**src/rtl/pwm_sd_feeder_if.sv**
```systemverilog
// PCM sample bus from the FM core into the DAC feeder: one-cycle valid strobe, no ready.
// The feeder always accepts, so a sample that arrives before the previous one is used overwrites it.
interface pwm_sd_feeder_if;
    logic [15:0] din_l;
    logic [15:0] din_r;
    logic        din_valid;

    modport master (output din_l, din_r, din_valid);
    modport slave  (input  din_l, din_r, din_valid);
endinterface

```
**src/rtl/pwm_sd_feeder.sv**
```systemverilog
// Stereo PWM/sigma-delta DAC feeder: double-buffers signed PCM, gain-ramps it and updates dout at frame edges.
// Latency din_valid->dout <= one frame + 1 clk; no backpressure, a late-consumed sample is overwritten (overrun).
module pwm_sd_feeder #(
    parameter int FRAME_BITS = 5,
    parameter int GAIN_BITS  = 8,
    parameter int RAMP_DIV   = 4
) (
    input  logic            clk,
    input  logic            n_reset,
    input  logic            en,
    pwm_sd_feeder_if.slave  pcm,
    input  logic            clr_status,
    output logic [15:0]     dout_l,
    output logic [15:0]     dout_r,
    output logic            frame_tick,
    output logic [1:0]      state,
    output logic            overrun,
    output logic            underrun
);
    typedef enum logic [1:0] {
        MUTE      = 2'd0,
        RAMP_UP   = 2'd1,
        RUN       = 2'd2,
        RAMP_DOWN = 2'd3
    } state_t;

    localparam int PW = 17 + GAIN_BITS;
    localparam int DW = (RAMP_DIV > 1) ? $clog2(RAMP_DIV) : 1;
    localparam logic [GAIN_BITS:0]    G_MAX    = {1'b1, {GAIN_BITS{1'b0}}};
    localparam logic [GAIN_BITS:0]    G_ZERO   = '0;
    localparam logic [GAIN_BITS:0]    G_ONE    = (GAIN_BITS+1)'(1);
    localparam logic [DW-1:0]         DIV_LAST = DW'(RAMP_DIV - 1);
    localparam logic [DW-1:0]         DIV_ONE  = DW'(1);
    localparam logic [FRAME_BITS-1:0] CNT_ONE  = FRAME_BITS'(1);

    function automatic logic [15:0] scale(input logic [15:0] s, input logic [GAIN_BITS:0] g);
        logic signed [PW-1:0] s_ext;
        logic signed [PW-1:0] g_ext;
        logic signed [PW-1:0] prod;
        s_ext = {{(PW-16){s[15]}}, s};
        g_ext = {{(PW-GAIN_BITS-1){1'b0}}, g};
        prod  = s_ext * g_ext;
        scale = 16'(prod >>> GAIN_BITS) ^ 16'h8000;
    endfunction

    logic [FRAME_BITS-1:0] cnt_q;
    logic                  pend_vld;
    logic [15:0]           pend_l, pend_r;
    logic [15:0]           last_l, last_r;
    logic [15:0]           src_l, src_r;
    logic [GAIN_BITS:0]    g_q, g_d;
    logic [DW-1:0]         div_q, div_d;
    logic                  step;
    logic                  ovr_set, unr_set;
    state_t                st_q, st_d;

    assign frame_tick = &cnt_q;
    assign step       = (div_q == DIV_LAST);
    // With nothing pending the previous sample is replayed at the new gain.
    assign src_l      = pend_vld ? pend_l : last_l;
    assign src_r      = pend_vld ? pend_r : last_r;
    // A sample landing on the tick cycle replaces one that is being consumed, so it is not an overrun.
    assign ovr_set    = pcm.din_valid && pend_vld && !frame_tick;
    assign unr_set    = frame_tick && !pend_vld && (st_q == RUN);

    always_ff @(posedge clk or negedge n_reset) begin
        if (!n_reset) begin
            cnt_q    <= '0;
            pend_vld <= 1'b0;
            pend_l   <= '0;
            pend_r   <= '0;
            last_l   <= '0;
            last_r   <= '0;
            dout_l   <= 16'h8000;
            dout_r   <= 16'h8000;
            overrun  <= 1'b0;
            underrun <= 1'b0;
        end else begin
            cnt_q <= cnt_q + CNT_ONE;
            if (pcm.din_valid) begin
                pend_vld <= 1'b1;
                pend_l   <= pcm.din_l;
                pend_r   <= pcm.din_r;
            end else if (frame_tick) begin
                pend_vld <= 1'b0;
            end
            if (frame_tick) begin
                last_l <= src_l;
                last_r <= src_r;
                dout_l <= scale(src_l, g_q);
                dout_r <= scale(src_r, g_q);
            end
            if (ovr_set)         overrun <= 1'b1;
            else if (clr_status) overrun <= 1'b0;
            if (unr_set)         underrun <= 1'b1;
            else if (clr_status) underrun <= 1'b0;
        end
    end

    always_ff @(posedge clk or negedge n_reset) begin
        if (!n_reset) st_q <= MUTE;
        else          st_q <= st_d;
    end

    always_ff @(posedge clk or negedge n_reset) begin
        if (!n_reset) begin
            g_q   <= '0;
            div_q <= '0;
        end else begin
            g_q   <= g_d;
            div_q <= div_d;
        end
    end

    // Ramp entry from the opposite direction can see g already at the end stop; the
    // end-stop checks keep g inside 0..G_MAX in that case.
    always_comb begin
        st_d = st_q;
        if (frame_tick) begin
            unique case (st_q)
                MUTE:      if (en) st_d = RAMP_UP;
                RAMP_UP:   if (!en) st_d = RAMP_DOWN;
                           else if (g_q == G_MAX || (step && g_q == G_MAX - G_ONE)) st_d = RUN;
                RUN:       if (!en) st_d = RAMP_DOWN;
                RAMP_DOWN: if (en) st_d = RAMP_UP;
                           else if (g_q == G_ZERO || (step && g_q == G_ONE)) st_d = MUTE;
                default:   st_d = MUTE;
            endcase
        end
    end

    always_comb begin
        g_d   = g_q;
        div_d = div_q;
        state = st_q;
        if (frame_tick) begin
            unique case (st_q)
                MUTE: begin
                    g_d   = G_ZERO;
                    div_d = '0;
                end
                RAMP_UP: begin
                    if (!en || g_q == G_MAX) div_d = '0;
                    else if (step) begin
                        g_d   = g_q + G_ONE;
                        div_d = '0;
                    end else div_d = div_q + DIV_ONE;
                end
                RUN: begin
                    g_d   = G_MAX;
                    div_d = '0;
                end
                RAMP_DOWN: begin
                    if (en || g_q == G_ZERO) div_d = '0;
                    else if (step) begin
                        g_d   = g_q - G_ONE;
                        div_d = '0;
                    end else div_d = div_q + DIV_ONE;
                end
                default: begin
                    g_d   = G_ZERO;
                    div_d = '0;
                end
            endcase
        end
    end
endmodule

```
**src/flat_wrapper.sv**
```systemverilog
// flat-port wrapper written by rule: the top's interface ports become plain ports
module pwm_sd_feeder_flat 
#(
    parameter int FRAME_BITS = 5,
    parameter int GAIN_BITS  = 8,
    parameter int RAMP_DIV   = 4
)
  (clk, n_reset, en, clr_status, dout_l, dout_r, frame_tick, state, overrun, underrun, pcm_din_l, pcm_din_r, pcm_din_valid);
  pwm_sd_feeder_if pcm_i ();
  input  logic clk;
  input  logic n_reset;
  input  logic en;
  input  logic clr_status;
  output logic [15:0] dout_l;
  output logic [15:0] dout_r;
  output logic frame_tick;
  output logic [1:0] state;
  output logic overrun;
  output logic underrun;
  input wire logic [$bits(pcm_i.din_l)-1:0] pcm_din_l;
  input wire logic [$bits(pcm_i.din_r)-1:0] pcm_din_r;
  input wire logic [$bits(pcm_i.din_valid)-1:0] pcm_din_valid;
  assign pcm_i.din_l = pcm_din_l;
  assign pcm_i.din_r = pcm_din_r;
  assign pcm_i.din_valid = pcm_din_valid;
  pwm_sd_feeder #(.FRAME_BITS(FRAME_BITS), .GAIN_BITS(GAIN_BITS), .RAMP_DIV(RAMP_DIV)) u_core (.clk(clk), .n_reset(n_reset), .en(en), .pcm(pcm_i), .clr_status(clr_status), .dout_l(dout_l), .dout_r(dout_r), .frame_tick(frame_tick), .state(state), .overrun(overrun), .underrun(underrun));
endmodule
```
**config.mk**
```make
export PLATFORM = sky130hd
export DESIGN_NAME = pwm_sd_feeder_flat
export DESIGN_NICKNAME = d
export VERILOG_FILES = /design/src/rtl/pwm_sd_feeder_if.sv /design/src/rtl/pwm_sd_feeder.sv /design/src/flat_wrapper.sv
export SDC_FILE = /design/constraint.sdc
export NUM_CORES = 1
export LEC_CHECK = 0
export ABC_AREA = 1
export BUFFER_PORTS_ARGS = -buffer_cell sky130_fd_sc_hd__buf_2
export CAP_MARGIN = 20
export CORE_MARGIN = 4
export CORE_UTILIZATION = 50
export CTS_CLUSTER_DIAMETER = 30
export CTS_CLUSTER_SIZE = 28
export DETAILED_ROUTE_END_ITERATION = 8
export PLACE_DENSITY = 0.66
export SYNTH_ARGS = -nofsm -noshare
export SYNTH_HDL_FRONTEND = slang
export SYNTH_SLANG_ARGS = --single-unit
```
**constraint.sdc**
```tcl
create_clock -name clk -period 13.9 [get_ports clk]
set_clock_uncertainty 0.1 [all_clocks]
set_input_delay 0 -clock clk [delete_from_list [all_inputs] [get_ports clk]]
set_output_delay 0 -clock clk [all_outputs]
set_load 0.05 [all_outputs]
```
==> results.yml <==
run_status:
  status: "finished, final reports clean"
routing:
  wl_um: 41200
  drtIter0Drc: 1008
  via_count: 13071
  drt_pass1_iterations: 5
  routedWlPerCell_um: 16.6
  ant_nets: 0
  drc: 0
  via_per_inst: 5.27
floorplanning:
  die-area_um2: 33800
  die_y_um: 184
  start_util_pct: 50.6
  rows: 64
  coreArea_um2: 30600
  io_pins: 74
  die_w_um: 184
timing:
  max_freq_mhz: 151
  fin_crit_ns: 6.64
  finalSetupViolations: 0
  fin_hold_ws_ns: 0.0145
  slew_violations: 0
  max-slew-margin-rel_pct: 32.9
  hold_violations: 0
  tightest_slew_ns: 0.996
  setup-tns-final_ns: 0
  rsz0062_at_grt: "no"
  fin_crit_sh_pct: 47.7
worst_setup_path:
  worstReg2RegEnd: "u_core.dout_l[3]$_DFFE_PN0P_"
  crit_fanout: 59
  r2r_cells: 19
  cp-end-kind: "flop"
  critPathRequiredTime_ns: 14.08
  r2r_start: "u_core.pend_vld$_DFFE_PN0P_"
  arrival_ns: 6.82
  criticalPathCategory: "reg -> reg"
  cp-start-kind: "flop"
  r2r_slack_ns: 7.26
synth:
  synth_cells: 1980
  ys_ff_latch: 117
  avgSynthCellArea_um2: 7.81
  syn_nets: 2357
  synth_area_um2: 15500
  yosysTopAreaCell: "fa_1"
  yosysWarnings: 0
  ys_seq_area_share_pct: 18.9
  synth_cell_types: 49
  synth_top_area_share_pct: 29.5
  synthTopCellsByArea: "fa_1, dfrtp_1, nand2_1"
grt:
  antenna_found_initial: 0
  grtUsageMet2_pct: 40.2
  grt_max_degree: 86
  grt_util_met3_pct: 5.03
  grtUsageTotal_pct: 25.6
  grt_pass1_wl_um: 68700
  grt_busiest_layer: "met2"
  grt.overflow.total: 0
  met1_usage_pct: 35.9
  grt_pass1_vias: 13566
clock_tree:
  cts_root_buffer: "clkbuf_16"
  cts_tree: "yes"
  cts_buffer_depth: 2
  post_cts.repair.setup_buffers: 0
  cts-htree-levels: 4
  cts.clk_slew.worst_paths_ns: 0.06
  clock_sinks: 117
  clk_latency_ns: 0.44
  numCtsBuffers: 17
layout:
  insertedDiodeCount: 0
  layout_common_cells: "nand2_1, inv_1, fa_1"
  fin_cells: 2482
  drive_above_1_share_pct: 8.39
  final_common_cell: "nand2_1"
  fin_area_um2: 17200
  fin_nets: 2450
  syn2layout_area_growth_pct: 10.9
min_path:
  min_path_type: "in -> async"
run:
  drv_cap: 0
placement:
  dpl.hpwl_um: 31500
  port_buffers: 73
  placed_cells: 2415
  gp_congestion: 1.03
  placed_area_um2: 16300
critical path: stages (launching register included):
cell and delay [ns]:
dfrtp_2 0.42, buf_4 0.31, o21ai_0 0.87, inv_1 0.31, nand2_1 0.17, fa_1 0.46
fa_1 0.55, inv_1 0.05, fa_1 0.45, fa_1 0.50, inv_1 0.05, fa_1 0.47
inv_1 0.04, ha_1 0.36, nand2_1 0.14, o21ai_0 0.53, o21bai_1 0.29, a21oi_1 0.10
xor2_1 0.18, o21ai_0 0.10
layer usage:
metal	wire [um]	vias to the layer above
met5	0	-
met2	18600	513
met1	18100	6311
met3	3300	70
li1	-	6177
met4	1190	0
logic make-up after synthesis:
logic type	Yosys count	synth area share [%]
flip-flops	117	18.9
AO/OA/AOI/OAI	216	7.55
adder cells (fa/ha/maj)	340	38.6
XOR/XNOR	30	1.75
AND/OR/NAND/NOR	800	21.4
buffers and inverters	477	11.9
final cells by class:
type	count	area, um^2
clock inverter	13	113
timing repair buffer	132	898
inverter	419	1580
fill	2892	13400
clock buffer	19	443
multi-input combinational	1386	10700
tap	396	495
sequential	117	2930
worst max-delay path by stage:
stage / start / endpoint / cells past startpoint / slack [ns]
global route: u_core.pend_vld$_DFFE_PN0P_ / u_core.dout_l[3]$_DFFE_PN0P_ / 19 / 6.87
CTS: u_core.pend_vld$_DFFE_PN0P_ / u_core.dout_l[3]$_DFFE_PN0P_ / 19 / 7.32
global placement: u_core.pend_vld$_DFFE_PN0P_ / u_core.dout_l[11]$_DFFE_PN0P_ / 23 / 7.37
finish: u_core.pend_vld$_DFFE_PN0P_ / u_core.dout_l[3]$_DFFE_PN0P_ / 19 / 7.26
detailed placement: u_core.pend_vld$_DFFE_PN0P_ / u_core.dout_l[3]$_DFFE_PN0P_ / 19 / 7.34
floorplan: u_core.pend_vld$_DFFE_PN0P_ / u_core.dout_l[11]$_DFFE_PN0P_ / 26 / 8.45
what timing repair did:
| action | 4_1_cts | 5_1_grt |
|---|---|---|
| endpoints found under the setup margin | 0 | 0 |
| gates resized for setup | 0 | 0 |
| hold endpoints to repair | 83 | 0 |
| hold buffers | 35 | 0 |
sequential cells by signal (all words and copies together), names as in the netlist:
signal	flops
u_core.pend_r	16
u_core.underrun	1
u_core.overrun	1
u_core.last_r	16
u_core.state	2
u_core.dout_l	16
u_core.cnt_q	5
u_core.div_q	2
u_core.pend_vld	1
u_core.last_l	16
u_core.g_q	9
u_core.dout_r	16
u_core.pend_l	16
cells in the mapped netlist (all sizes together):
| library cell | count |
|---|---|
| a2111oi | 1 |
| nand4 | 12 |
| o21bai | 4 |
| a211oi | 1 |
| clkinv | 3 |
| a32o | 1 |
| o32ai | 2 |
| o22ai | 9 |
| nor4 | 5 |
| a21oi | 46 |
| nand2b | 1 |
| ha | 112 |
| dfrtp | 115 |
| nor2 | 215 |
| fa | 228 |
| inv | 416 |
| o21ai | 135 |
| clkbuf | 44 |
| o31ai | 1 |
| buf | 14 |
| o21a | 2 |
| or2 | 3 |
| a31oi | 8 |
| nor3 | 17 |
| nand3 | 69 |
| and2 | 1 |
| dfstp | 2 |
| a21o | 4 |
| nand3b | 1 |
| a21boi | 2 |
| nand2 | 476 |
| xor2 | 10 |
| xnor2 | 20 |
per-stage QoR:
stage               utilization, %  setup slack, ns
floorplan                        -             8.45
CTS                           56.1             7.32
global placement              53.2             7.37
finish                        56.1             7.26
detailed placement            53.2             7.34
global route                  56.1             6.87
Power is not shown: default switching activity piles up to over one toggle a cycle in this logic, so the estimate is an artifact.
